$ cat src/rtl/rtc_pkg.sv
// rtl/rtc_pkg.sv - shared RTC local address map, read sequence and read FSM states
package rtc_pkg;

  localparam int NUM_BYTES = 9;

  // Local RTC register map, shared with the write-side distributor
  localparam logic [3:0] ADDR_SEG_HORA   = 4'd0;
  localparam logic [3:0] ADDR_MIN_HORA   = 4'd1;
  localparam logic [3:0] ADDR_HORA_HORA  = 4'd2;
  localparam logic [3:0] ADDR_DIA_FECHA  = 4'd3;
  localparam logic [3:0] ADDR_MES_FECHA  = 4'd4;
  localparam logic [3:0] ADDR_JAHR_FECHA = 4'd5;
  localparam logic [3:0] ADDR_DIA_SEMANA = 4'd6; // day of week: never read or written
  localparam logic [3:0] ADDR_SEG_TIMER  = 4'd7;
  localparam logic [3:0] ADDR_MIN_TIMER  = 4'd8;
  localparam logic [3:0] ADDR_HORA_TIMER = 4'd9;

  // Burst read order; entry i lands in shadow slot i
  localparam logic [3:0] RD_SEQ [NUM_BYTES] = '{
    ADDR_SEG_HORA, ADDR_MIN_HORA, ADDR_HORA_HORA,
    ADDR_DIA_FECHA, ADDR_MES_FECHA, ADDR_JAHR_FECHA,
    ADDR_SEG_TIMER, ADDR_MIN_TIMER, ADDR_HORA_TIMER
  };

  typedef enum logic [1:0] {
    ST_IDLE   = 2'd0,
    ST_REQ    = 2'd1,
    ST_NEXT   = 2'd2,
    ST_COMMIT = 2'd3
  } rd_state_e;

endpackage

$ cat src/rtl/rtc_read_distr_if.sv
// rtl/rtc_read_distr_if.sv - read channel between distributor and RTC bus driver
interface rtc_read_distr_if #(
  parameter int ADDR_W = 4
);
  logic [ADDR_W-1:0] out_addr_mem_local;
  logic              rd_req;
  logic              rd_ack;
  logic [7:0]        in_dato_de_rtc;

  modport master (
    output out_addr_mem_local,
    output rd_req,
    input  rd_ack,
    input  in_dato_de_rtc
  );

  modport slave (
    input  out_addr_mem_local,
    input  rd_req,
    output rd_ack,
    output in_dato_de_rtc
  );
endinterface

$ cat src/rtl/rtc_addr_seq.sv
// rtl/rtc_addr_seq.sv - maps burst index 0..8 to local RTC address
module rtc_addr_seq
  import rtc_pkg::*;
#(
  parameter int ADDR_W = 4
) (
  input  logic [3:0]        idx_i,
  output logic [ADDR_W-1:0] addr_o
);

  // Combinational ROM lookup; out-of-range indices map to address 0
  always_comb begin
    addr_o = '0;
    if (idx_i < 4'(NUM_BYTES)) begin
      addr_o = ADDR_W'(RD_SEQ[idx_i]);
    end
  end

endmodule

$ cat src/rtl/rtc_read_distr.sv
// rtl/rtc_read_distr.sv - burst reader of the RTC map with atomic commit of nine bytes
module rtc_read_distr
  import rtc_pkg::*;
#(
  parameter int TIMEOUT_CYC = 255,
  parameter int ADDR_W      = 4
) (
  input  logic             clk,
  input  logic             reset,
  input  logic             start_rd,
  rtc_read_distr_if.master bus,
  output logic             busy,
  output logic             done,
  output logic             err,
  output logic [7:0]       out_seg_hora,
  output logic [7:0]       out_min_hora,
  output logic [7:0]       out_hora_hora,
  output logic [7:0]       out_dia_fecha,
  output logic [7:0]       out_mes_fecha,
  output logic [7:0]       out_jahr_fecha,
  output logic [7:0]       out_seg_timer,
  output logic [7:0]       out_min_timer,
  output logic [7:0]       out_hora_timer
);

  localparam int              CNT_W    = $clog2(TIMEOUT_CYC + 1);
  localparam logic [CNT_W-1:0] CNT_LAST = CNT_W'(TIMEOUT_CYC - 1);
  localparam logic [3:0]      IDX_LAST = 4'(NUM_BYTES - 1);

  rd_state_e        state_q, state_d;
  logic [3:0]       idx_q, idx_d;
  logic [CNT_W-1:0] cnt_q, cnt_d;
  logic             err_q, err_d;
  logic [7:0]       shadow_q [NUM_BYTES];
  logic [7:0]       out_q    [NUM_BYTES];
  logic             capture;
  logic             commit;
  logic [ADDR_W-1:0] seq_addr;

  rtc_addr_seq #(.ADDR_W(ADDR_W)) u_addr_seq (
    .idx_i  (idx_q),
    .addr_o (seq_addr)
  );

  // Next-state logic; err_q blocks a start arriving in the err cycle
  always_comb begin
    state_d = state_q;
    idx_d   = idx_q;
    cnt_d   = cnt_q;
    err_d   = 1'b0;
    capture = 1'b0;
    commit  = 1'b0;
    case (state_q)
      ST_IDLE: begin
        cnt_d = '0;
        if (start_rd && !err_q) begin
          state_d = ST_REQ;
          idx_d   = '0;
        end
      end
      ST_REQ: begin
        if (bus.rd_ack) begin
          capture = 1'b1;
          cnt_d   = '0;
          state_d = ST_NEXT;
        end else if (cnt_q == CNT_LAST) begin
          err_d   = 1'b1;
          cnt_d   = '0;
          state_d = ST_IDLE;
        end else begin
          cnt_d = cnt_q + CNT_W'(1);
        end
      end
      ST_NEXT: begin
        if (idx_q == IDX_LAST) begin
          commit  = 1'b1;
          state_d = ST_COMMIT;
        end else begin
          idx_d   = idx_q + 4'd1;
          state_d = ST_REQ;
        end
      end
      ST_COMMIT: state_d = ST_IDLE;
      default:   state_d = ST_IDLE;
    endcase
  end

  // FSM, index, timeout counter and error pulse registers
  always_ff @(posedge clk or posedge reset) begin
    if (reset) begin
      state_q <= ST_IDLE;
      idx_q   <= '0;
      cnt_q   <= '0;
      err_q   <= 1'b0;
    end else begin
      state_q <= state_d;
      idx_q   <= idx_d;
      cnt_q   <= cnt_d;
      err_q   <= err_d;
    end
  end

  // Shadow capture of each acked byte; outputs load together so done sees the new set
  always_ff @(posedge clk or posedge reset) begin
    if (reset) begin
      for (int i = 0; i < NUM_BYTES; i++) begin
        shadow_q[i] <= '0;
        out_q[i]    <= '0;
      end
    end else begin
      if (capture) begin
        shadow_q[idx_q] <= bus.in_dato_de_rtc;
      end
      if (commit) begin
        for (int i = 0; i < NUM_BYTES; i++) begin
          out_q[i] <= shadow_q[i];
        end
      end
    end
  end

  assign bus.rd_req             = (state_q == ST_REQ);
  assign bus.out_addr_mem_local = (state_q == ST_REQ || state_q == ST_NEXT) ? seq_addr : '0;
  assign busy                   = (state_q == ST_REQ || state_q == ST_NEXT);
  assign done                   = (state_q == ST_COMMIT);
  assign err                    = err_q;

  assign out_seg_hora   = out_q[0];
  assign out_min_hora   = out_q[1];
  assign out_hora_hora  = out_q[2];
  assign out_dia_fecha  = out_q[3];
  assign out_mes_fecha  = out_q[4];
  assign out_jahr_fecha = out_q[5];
  assign out_seg_timer  = out_q[6];
  assign out_min_timer  = out_q[7];
  assign out_hora_timer = out_q[8];

endmodule

$ cat src/flat_wrapper.sv
// flat-port wrapper written by rule: the top's interface ports become plain ports
module rtc_read_distr_flat import rtc_pkg::*;
#(
  parameter int TIMEOUT_CYC = 255,
  parameter int ADDR_W      = 4
)
  (clk, reset, start_rd, busy, done, err, out_seg_hora, out_min_hora, out_hora_hora, out_dia_fecha, out_mes_fecha, out_jahr_fecha, out_seg_timer, out_min_timer, out_hora_timer, bus_out_addr_mem_local, bus_rd_req, bus_rd_ack, bus_in_dato_de_rtc);
  rtc_read_distr_if #(.ADDR_W(ADDR_W)) bus_i ();
  input  logic clk;
  input  logic reset;
  input  logic start_rd;
  output logic busy;
  output logic done;
  output logic err;
  output logic [7:0] out_seg_hora;
  output logic [7:0] out_min_hora;
  output logic [7:0] out_hora_hora;
  output logic [7:0] out_dia_fecha;
  output logic [7:0] out_mes_fecha;
  output logic [7:0] out_jahr_fecha;
  output logic [7:0] out_seg_timer;
  output logic [7:0] out_min_timer;
  output logic [7:0] out_hora_timer;
  output wire logic [$bits(bus_i.out_addr_mem_local)-1:0] bus_out_addr_mem_local;
  output wire logic [$bits(bus_i.rd_req)-1:0] bus_rd_req;
  input wire logic [$bits(bus_i.rd_ack)-1:0] bus_rd_ack;
  input wire logic [$bits(bus_i.in_dato_de_rtc)-1:0] bus_in_dato_de_rtc;
  assign bus_out_addr_mem_local = bus_i.out_addr_mem_local;
  assign bus_rd_req = bus_i.rd_req;
  assign bus_i.rd_ack = bus_rd_ack;
  assign bus_i.in_dato_de_rtc = bus_in_dato_de_rtc;
  rtc_read_distr #(.TIMEOUT_CYC(TIMEOUT_CYC), .ADDR_W(ADDR_W)) u_core (.clk(clk), .reset(reset), .start_rd(start_rd), .bus(bus_i), .busy(busy), .done(done), .err(err), .out_seg_hora(out_seg_hora), .out_min_hora(out_min_hora), .out_hora_hora(out_hora_hora), .out_dia_fecha(out_dia_fecha), .out_mes_fecha(out_mes_fecha), .out_jahr_fecha(out_jahr_fecha), .out_seg_timer(out_seg_timer), .out_min_timer(out_min_timer), .out_hora_timer(out_hora_timer));
endmodule
$ cat config.mk
export PLATFORM = sky130hd
export DESIGN_NAME = rtc_read_distr_flat
export DESIGN_NICKNAME = d
export VERILOG_FILES = /design/src/rtl/rtc_pkg.sv /design/src/rtl/rtc_read_distr_if.sv /design/src/rtl/rtc_addr_seq.sv /design/src/rtl/rtc_read_distr.sv /design/src/flat_wrapper.sv
export SDC_FILE = /design/constraint.sdc
export NUM_CORES = 1
export LEC_CHECK = 0
export CAP_MARGIN = 15
export CORE_MARGIN = 5
export CORE_UTILIZATION = 35
export CTS_BUF_LIST = sky130_fd_sc_hd__clkbuf_2
export DETAILED_ROUTE_END_ITERATION = 8
export GPL_TIMING_DRIVEN = 0
export PLACE_DENSITY = 0.63
export SETUP_SLACK_MARGIN = 0.2
export SLEW_MARGIN = 20
export SYNTH_ARGS = -nofsm -noshare
export SYNTH_HDL_FRONTEND = slang
export SYNTH_SLANG_ARGS = --single-unit
$ cat constraint.sdc
create_clock -name clk -period 6.2 [get_ports clk]
set_clock_uncertainty 0.1 [all_clocks]
set_input_delay 1.24 -clock clk [delete_from_list [all_inputs] [get_ports clk]]
set_output_delay 1.24 -clock clk [all_outputs]
set_load 0.01 [all_outputs]
==> results of run 1 <==
-- Yosys cell counts (2+ instances only) --
cell / instances
nand4_1: 2
or2_2: 3
buf_2: 3
mux2_1: 8
ha_1: 13
nor3b_1: 3
a21o_1: 6
dfrtp_1: 159
nor4_1: 3
nand2_4: 4
a21oi_1: 6
nand2_1: 15
mux2i_1: 3
mux2_2: 89
nor2_1: 2
inv_1: 6
mux2_4: 47
nand2b_1: 3
nand3_1: 3
o21ai_0: 9
buf_6: 7
a211oi_1: 2
and3_1: 2
a31oi_1: 2
-- logic make-up (layout without fill, tap and decap cells) --
logic type	Yosys count	after routing	synth area share
flops	159	159	0.603
mux	147	147	0.277
simple gates	49	49	0.0473
compound gates	29	29	0.0268
buf+inv	18	142	0.0194
fa+ha+maj	13	13	0.0247
xor+xnor	1	1	0.00133
-- power by group through the flow --
| stage | clock network (mW) | logic [mW] | registers, mW |
|---|---|---|---|
| 2_1_floorplan | 0 | 0.209 | 1.17 |
| 3_3_place_gp | 0 | 0.284 | 1.18 |
| 3_5_place_dp | 0 | 0.298 | 1.19 |
| 4_1_cts | 0.581 | 0.300 | 1.17 |
| 5_1_grt | 0.628 | 0.331 | 1.18 |
| 6_report | 0.554 | 0.297 | 1.17 |
-- flip-flops by register name, indices dropped and copies added, names as in the netlist, 4 cells and up --
| name | count |
|---|---|
| u_core.out_seg_hora | 8 |
| u_core.out_hora_hora | 8 |
| u_core.out_dia_fecha | 8 |
| u_core.out_hora_timer | 8 |
| u_core.cnt_q | 8 |
| u_core.out_min_timer | 8 |
| u_core.out_seg_timer | 8 |
| u_core.out_min_hora | 8 |
| u_core.out_mes_fecha | 8 |
| u_core.out_jahr_fecha | 8 |
| u_core.shadow_q | 72 |
| u_core.idx_q | 4 |
-- metal layers --
| layer | vias to the layer above | GRT usage |
|---|---|---|
| met1 | 1903 | 0.175 |
| met3 | 16 | 0.0453 |
| met2 | 83 | 0.214 |
| met4 | 0 | 0.0391 |
| li1 | 1705 | - |
| met5 | - | 0 |
-- worst max-delay path, cell delays in order, from the launching register on --
cell and delay (ns):
dfrtp_1 0.50, inv_1 0.14, ha_1 0.32, mux2i_1 0.07
o21ai_0 0.25, and2_1 0.17, clkdlybuf4s50_1 0.55
-- placed cells by master, fill, tap and decap left out, drive strengths merged, types with 2 or more instances in the layout --
| cell type | netlist | final |
|---|---|---|
| clkinvlp | 0 | 6 |
| nand2 | 20 | 20 |
| nor2b | 2 | 2 |
| buf | 11 | 12 |
| clkinv | 0 | 5 |
| ha | 13 | 13 |
| clkdlybuf4s50 | 0 | 91 |
| nand4 | 2 | 2 |
| nor3b | 3 | 3 |
| inv | 7 | 8 |
| a21oi | 6 | 6 |
| mux2 | 144 | 144 |
| bufinv | 0 | 2 |
| nand3 | 4 | 4 |
| a211oi | 2 | 2 |
| nand2b | 3 | 3 |
| o21ai | 10 | 10 |
| mux2i | 3 | 3 |
| a31oi | 2 | 2 |
| nor4 | 3 | 3 |
| dfrtp | 159 | 159 |
| clkbuf | 0 | 18 |
| and3 | 2 | 2 |
| a21o | 6 | 6 |
| or2 | 3 | 3 |
| nor3 | 2 | 2 |
| nor2 | 3 | 3 |
-- layout make-up --
cell class / count / area share
Sequential cell: 159 / 0.493
Multi-Input combinational cell: 239 / 0.308
Timing Repair Buffer: 92 / 0.116
Tap cell: 234 / 0.0363
Clock inverter: 14 / 0.0178
Buffer: 11 / 0.0126
Clock buffer: 18 / 0.0112
Inverter: 7 / 0.00419
-- final timing paths --
path,cells past startpoint,start,endpoint,slack (ns)
max in group asynchronous,3,reset,u_core.out_min_timer[4],4.32
min,1,u_core.shadow_q[50],u_core.out_hora_hora[2],0.41
max,6,u_core.idx_q[0],bus_out_addr_mem_local[0],2.19
min reg2reg,1,u_core.shadow_q[50],u_core.out_hora_hora[2],0.41
min in group asynchronous,2,reset,u_core.out_min_hora[3],0.86
max reg2reg,6,u_core.state_q[1],u_core.shadow_q[55],4.00
-- per-stage QoR --
stage	power (mW)	hold slack, ns	utilization	TNS [ns]
2_1_floorplan	1.38	0.360	-	0
3_3_place_gp	1.46	0.372	0.418	-225.02
3_5_place_dp	1.48	0.381	0.420	0
4_1_cts	2.05	0.415	0.433	0
5_1_grt	2.14	0.439	0.433	0
6_report	2.02	0.408	0.433	0
==> impl_metrics.env, run 1 <==
export IMPL_status="finished clean"
export IMPL_p_clk_frac=0.275
export IMPL_ctsResizeCount=0
export IMPL_syn_cell_area_mm2=0.00659
export IMPL_wire_per_inst_um=18.2
export IMPL_p_int_mw=1.44
export IMPL_insertion_delay_ns=0.71
export IMPL_seq_area_mm2=0.00398
export IMPL_yosysWarningCount=0
export IMPL_antenna_found_initial=0
export IMPL_clk_pin_slew_ns=0.23
export IMPL_p_seq_frac=0.578
export IMPL_cts_sinks=159
export IMPL_critical_path_class="flip-flop to output pin"
export IMPL_fp_dieH_um=147
export IMPL_ys_ff_latch=159
export IMPL_max_freq_ghz=0.250
export IMPL_fin_area_mm2=0.00807
export IMPL_initial_core_util=0.354
export IMPL_wl_mm=14.1
export IMPL_wl_met3_um=722
export IMPL_cts_root_buf="clkbuf_2"
export IMPL_grt_pass1_wl_mm=22.3
export IMPL_vias=3707
export IMPL_powerDensity_mw_per_mm2=250
export IMPL_crit_required_ns=4.86
export IMPL_core_area_mm2=0.0186
export IMPL_layout_setup_ws_ns=2.19
export IMPL_dr_pass1_iters=4
export IMPL_synth_nets=441
export IMPL_arrival_ns=2.67
export IMPL_htree_levels=4
export IMPL_grt_pass1_vias=3943
export IMPL_slew_violations=0
export IMPL_dp_cells=742
export IMPL_rsz0062_at_grt="no"
export IMPL_cts_hold_buffers=0
export IMPL_dieArea_mm2=0.0217
export IMPL_gp_congestion=0.803
export IMPL_synth_top_area_share=0.603
export IMPL_crit_fanout=6
export IMPL_clk_path_buf_depth=2
export IMPL_place_area_mm2=0.00783
export IMPL_cts_buffers_inserted=17
export IMPL_cts_tree="built"
export IMPL_worstMarginPinSlew_ns=0.637
export IMPL_dpl_hpwl_mm=9.64
export IMPL_min_period_ns=4.01
export IMPL_netlist_cell_type_count=40
export IMPL_finalSetupViolations=0
export IMPL_routed_top_layer="met4"
export IMPL_max_slew_margin=0.574
export IMPL_synth_edf_count=0
export IMPL_synth_seq_area_share=0.603
export IMPL_nets=552
export IMPL_switching_share=0.287
export IMPL_drt_iter0_markers=191
export IMPL_wl_met1_mm=6.51
export IMPL_drive_gt1_frac=0.357
export IMPL_cp_end_kind="output pin"
export IMPL_synthCells=416
export IMPL_leakagePower_nw=4.05
export IMPL_fin_crit_sh=0.646
export IMPL_combPwrFrac=0.147
export IMPL_yosysTopAreaCell="dfrtp_1"
export IMPL_ys_flop_type="dfrtp_1"
export IMPL_vias_per_cell=4.79
export IMPL_multi_input_area_mm2=0.00249
export IMPL_critPathLaunchType="flip-flop"
export IMPL_drc=0
export IMPL_grtUsageTotal=0.134
export IMPL_post_layout_nonfiller_instances=774
export IMPL_maxCapViolations=0
export IMPL_ant_nets=0
export IMPL_grt_max_degree=81
export IMPL_finalHoldViolCount=0
export IMPL_num_fill_cells=1710
export IMPL_dr_wl_met2_mm=6.71
export IMPL_synthTopCellsByArea="dfrtp_1 (60%), mux2_2 (15%), mux2_4 (11%)"
export IMPL_irDropWorstVdd_v=0.000121
export IMPL_diodes=0
export IMPL_synth_avg_cell_area_um2=15.9
export IMPL_fp_row_count=50
export IMPL_area_growth_pct=22.3
export IMPL_switchingPower_mw=0.580
export IMPL_io_buffer_count=91
export IMPL_hold_path_class="flip-flop to flip-flop"
export IMPL_die_width_um=147
export IMPL_postCtsSetupRepairBufs=0
export IMPL_dp_slack_ns=2.95
export IMPL_ioPinCount=92
export IMPL_async_reset_ff_frac=1.00
export IMPL_grt_overflow=0
(Power assumes the default switching activity.)
==> inputs of run 2 (changes only) <==
==> constraint.sdc (replaced) <==
create_clock -name clk -period 3.69 [get_ports clk]
set_clock_uncertainty 0.1 [all_clocks]
set_input_delay 0.738 -clock clk [delete_from_list [all_inputs] [get_ports clk]]
set_output_delay 0.738 -clock clk [all_outputs]
set_load 0.01 [all_outputs]
==> run 2 against run 1 <==
Flip-flop and latch count unchanged. Largest power group unchanged. Die area stayed put. Worst setup slack worse by 1.8 ns. Final area up 1.5%. Non-clock buffer count grew 7. Global-route usage increased by 0.27 points. Clock power is 67% higher. Critical path depth unchanged. First-iteration DRC count decreased by 16%. Wire length grew 0.60%.
==> impl_metrics.env, run 2 (synthesis results as in run 1) <==
export IMPL_drive_gt1_frac=0.373
export IMPL_htree_levels=4
export IMPL_regMostFlops="u_core.shadow_q"
export IMPL_grt_max_degree=36
export IMPL_vias=3797
export IMPL_crit_reg2reg_launch="u_core.state_q[1]"
export IMPL_powerDensity_mw_per_mm2=418
export IMPL_grt_overflow=0
export IMPL_layout_common_cells="dfrtp_1 (158), clkdlybuf4s50_1 (90), mux2_2 (89)"
export IMPL_crit_path_start="u_core.idx_q[0]"
export IMPL_io_buffer_count=91
export IMPL_cts_root_buf="clkbuf_2"
export IMPL_vias_per_cell=4.86
export IMPL_finalSetupViolations=0
export IMPL_finalHoldViolCount=0
export IMPL_whs_ns=0.225
export IMPL_diodes=0
export IMPL_largest_reg_flops=72
export IMPL_antenna_found_initial=0
export IMPL_cts_sinks=159
export IMPL_cts_buffers_inserted=17
export IMPL_clk_path_buf_depth=2
export IMPL_wl_mm=14.2
export IMPL_arrival_ns=2.48
export IMPL_num_fill_cells=1702
export IMPL_grtUsageTotal=0.137
export IMPL_grt_pass1_vias=4125
export IMPL_drc=0
export IMPL_gp_congestion=0.769
export IMPL_max_slew_margin=0.595
export IMPL_fp_dieH_um=147
export IMPL_irDropWorstVdd_v=0.000242
export IMPL_critPathLaunchType="flip-flop"
export IMPL_dr_pass1_iters=4
export IMPL_fp_row_count=50
export IMPL_slew_violations=0
export IMPL_fin_area_mm2=0.00819
export IMPL_crit_required_ns=2.85
export IMPL_finalSetupTns_ns=0
export IMPL_leakagePower_nw=4.15
export IMPL_fin_crit_sh=0.898
export IMPL_area_growth_pct=24.2
export IMPL_status="finished clean"
export IMPL_crit_fanout=5
export IMPL_die_width_um=147
export IMPL_rsz0062_at_grt="yes"
export IMPL_max_freq_ghz=0.302
export IMPL_drt_iter0_markers=160
export IMPL_clk_pin_slew_ns=0.24
export IMPL_critical_path_class="flip-flop to output pin"
export IMPL_min_period_ns=3.31
export IMPL_core_area_mm2=0.0186
export IMPL_place_area_mm2=0.00791
export IMPL_cp_end_kind="output pin"
export IMPL_mostFrequentLayoutCell="dfrtp_1"
export IMPL_wire_per_inst_um=18.1
export IMPL_maxCapViolations=0
export IMPL_post_route_util=0.439
export IMPL_cts_tree="built"
export IMPL_initial_core_util=0.354
export IMPL_insertion_delay_ns=0.70
export IMPL_hold_path_class="primary input to asynchronous set/reset pin"
export IMPL_nets=559
export IMPL_worstMarginPinSlew_ns=0.606
export IMPL_ioPinCount=92
export IMPL_dpl_hpwl_mm=9.91
export IMPL_ant_nets=0
export IMPL_dieArea_mm2=0.0217
export IMPL_grt_pass1_wl_mm=22.9
-- run 2: what timing repair did --
item / CTS / global route
setup endpoints to repair: 4 / 3
hold buffers: 0 / 0
setup buffers: 2 / 1
pin swaps: 0 / 0
gates resized for setup: 5 / 3
-- run 2: power by group --
group | leakage, nW | total [mW] | internal [mW] | switching, mW
combinational | 1.81 | 0.537 | 0.257 | 0.280
sequential | 2.19 | 1.96 | 1.88 | 0.0788
clock | 0.147 | 0.926 | 0.308 | 0.618
-- run 2: cell type report --
cell class | count | area [um2] | area share
Buffer | 11 | 101 | 0.0124
Clock buffer | 17 | 85.1 | 0.0104
Clock inverter | 15 | 145 | 0.0177
Inverter | 7 | 30.0 | 0.00367
Multi-Input combinational cell | 239 | 2510 | 0.307
Sequential cell | 159 | 3980 | 0.486
Tap cell | 234 | 293 | 0.0358
Timing Repair Buffer | 99 | 1040 | 0.127
-- run 2: path summary, 6_finish.rpt --
kind,endpoint,cells after the start,slack [ns]
max,bus_out_addr_mem_local[0],6,0.38
min,u_core.out_min_hora[4],2,0.22
max reg2reg,u_core.shadow_q[55],6,1.45
min reg2reg,u_core.out_min_hora[5],1,0.41
max in group asynchronous,u_core.shadow_q[9],5,2.26
min in group clk,u_core.out_min_hora[5],1,0.41
-- run 2: critical path: stages (launching register included) --
cell             delay [ns]
dfrtp_2                0.44
inv_1                  0.10
ha_1                   0.31
mux2i_1                0.07
o21ai_1                0.18
and2_1                 0.15
clkdlybuf4s50_1        0.53
-- run 2: metal layers --
layer	part of all wire	global-route usage
met1	0.45	0.173
met2	0.50	0.229
met5	0	0
met4	0.0096	0.0452
met3	0.040	0.0364
-- run 2: metrics by stage --
stage                     instances  power (mW)  setup slack (ns)
after floorplan                 416        2.32             0.837
after detailed placement        746        2.51             0.932
final                           781        3.42             0.375
after global placement          741        2.46            -0.417
after global routing            781        3.62             0.195
after CTS                       780        3.47             0.220
==> inputs of run 3 (changes only) <==
--- a/config.mk
+++ b/config.mk
@@ -6,7 +6,6 @@
 export NUM_CORES = 1
 export LEC_CHECK = 0
 export CAP_MARGIN = 15
-export CORE_MARGIN = 5
 export CORE_UTILIZATION = 35
 export CTS_BUF_LIST = sky130_fd_sc_hd__clkbuf_2
 export DETAILED_ROUTE_END_ITERATION = 8
@@ -17,3 +16,4 @@
 export SYNTH_ARGS = -nofsm -noshare
 export SYNTH_HDL_FRONTEND = slang
 export SYNTH_SLANG_ARGS = --single-unit
+export TNS_END_PERCENT = 50
==> run 3 against run 2 <==
The flow now finishes with violations (design-rule violations). Via count is 1.9% lower. Total power is 2.1% lower. Worst setup slack better by 0.010 ns. Largest cell class unchanged.
==> impl_metrics.env, run 3 (synthesis results as in run 1) <==
export IMPL_status="finished, violations left"
export IMPL_violations="design-rule violations"
export IMPL_maxCapViolations=0
export IMPL_post_route_util=0.447
export IMPL_layout_common_cells="dfrtp_1 (157), clkdlybuf4s50_1 (91), mux2_2 (89)"
export IMPL_drive_gt1_frac=0.370
export IMPL_worstMarginPinSlew_ns=0.628
export IMPL_ioPinCount=92
export IMPL_ff2ff_path_depth=6
export IMPL_cts_buffers_inserted=17
export IMPL_finalSetupViolations=0
export IMPL_clk_pin_slew_ns=0.21
export IMPL_insertion_delay_ns=0.68
export IMPL_met2_usage=0.259
export IMPL_arrival_ns=2.47
export IMPL_powerDensity_mw_per_mm2=412
export IMPL_num_fill_cells=1586
export IMPL_io_buffer_count=91
export IMPL_critPathLaunchType="flip-flop"
export IMPL_max_freq_ghz=0.303
export IMPL_met1_usage=0.195
export IMPL_grt_overflow=0
export IMPL_cts_sinks=159
export IMPL_crit_required_ns=2.85
export IMPL_die_width_um=139
export IMPL_fin_crit_sh=0.895
export IMPL_regMostFlops="u_core.shadow_q"
export IMPL_cp_end_kind="output pin"
export IMPL_dp_slack_ns=0.955
export IMPL_r2r_end="u_core.shadow_q[45]"
export IMPL_largest_reg_flops=72
export IMPL_dp_cells=741
export IMPL_initial_core_util=0.362
export IMPL_fp_row_count=49
export IMPL_grt_pass1_vias=3986
export IMPL_max_slew_margin=0.580
export IMPL_finalHoldViolCount=0
export IMPL_area_growth_pct=23.4
export IMPL_hold_path_class="primary input to asynchronous set/reset pin"
export IMPL_grt_max_degree=34
export IMPL_layout_setup_ws_ns=0.386
export IMPL_vias=3725
export IMPL_whs_ns=0.246
export IMPL_fp_dieH_um=139
export IMPL_antenna_found_initial=0
export IMPL_met3_usage=0.0375
export IMPL_regToRegSetupSlack_ns=1.52
export IMPL_dpl_hpwl_mm=9.65
export IMPL_drt_iter0_markers=147
export IMPL_cts_root_buf="clkbuf_2"
export IMPL_gp_congestion=0.761
export IMPL_cts_tree="built"
export IMPL_multi_input_area_mm2=0.00250
export IMPL_min_period_ns=3.30
export IMPL_cts_hold_buffers=0
export IMPL_crit_path_start="u_core.idx_q[1]"
export IMPL_mostFrequentLayoutCell="dfrtp_1"
export IMPL_nets=557
export IMPL_leakagePower_nw=4.10
export IMPL_crit_fanout=6
export IMPL_dr_pass1_iters=9
export IMPL_rsz0062_at_grt="yes"
export IMPL_irDropWorstVdd_v=0.000174
export IMPL_wl_mm=13.9
export IMPL_grt_pass1_wl_mm=22.6
export IMPL_top_usage_layer="met2"
export IMPL_grtUsageTotal=0.156
export IMPL_wire_per_inst_um=18.0
export IMPL_crit_reg2reg_launch="u_core.state_q[1]"
export IMPL_vias_per_cell=4.81
export IMPL_htree_levels=4
export IMPL_ant_nets=0
export IMPL_dieArea_mm2=0.0194
export IMPL_drc=12
export IMPL_clk_path_buf_depth=2
export IMPL_post_layout_nonfiller_instances=774
export IMPL_critical_path_class="flip-flop to output pin"
export IMPL_seq_area_mm2=0.00398
export IMPL_core_area_mm2=0.0182
export IMPL_slew_violations=0
==> run 3: what timing repair did <==
action	4_1_cts	5_1_grt
setup endpoints to repair	3	4
setup buffers	0	1
resized for setup	2	6
==> run 3: layer usage <==
layer | vias up | routed length (um) | share of wire
li1 | 1710 | - | -
met1 | 1910 | 6250 | 0.45
met2 | 85 | 6950 | 0.50
met3 | 20 | 494 | 0.035
met4 | 0 | 253 | 0.018
met5 | - | 0 | 0
==> run 3: worst max path at each step <==
stage and to:
5_1_grt bus_out_addr_mem_local[0], 2_1_floorplan u_core.cnt_q[0], 3_5_place_dp bus_out_addr_mem_local[0], 4_1_cts bus_out_addr_mem_local[0]
3_3_place_gp u_core.shadow_q[5], 6_report bus_out_addr_mem_local[0]
==> run 3: power breakdown <==
part | total [mW] | switching [mW] | internal, mW
Clock | 0.878 | 0.573 | 0.305
Combinational | 0.510 | 0.266 | 0.244
Sequential | 1.96 | 0.0817 | 1.88
==> run 3: per-stage QoR <==
step                TNS, ns  total power [mW]  area (um2)
floorplan                 0              2.32        6600
global route              0              3.55        8130
finish                    0              3.35        8130
detailed placement        0              2.50        7900
global placement     -64.26              2.46        7790
CTS                       0              3.40        8110
==> run 3: area by class of cell <==
type / count / area share
sequential: 159 / 0.489
multi-input combinational: 239 / 0.308
timing repair buffer: 97 / 0.126
tap: 229 / 0.0352
clock buffer: 21 / 0.0129
buffer: 11 / 0.0125
clock inverter: 9 / 0.0115
inverter: 7 / 0.00369
antenna: 2 / 0.000615
==> run 3: critical path: stages, from the launching register on <==
cell and delay [ns]:
dfrtp_2 0.49, inv_1 0.13, ha_1 0.27, mux2i_2 0.18
o21ai_1 0.10, and2_1 0.16, clkdlybuf4s50_1 0.47
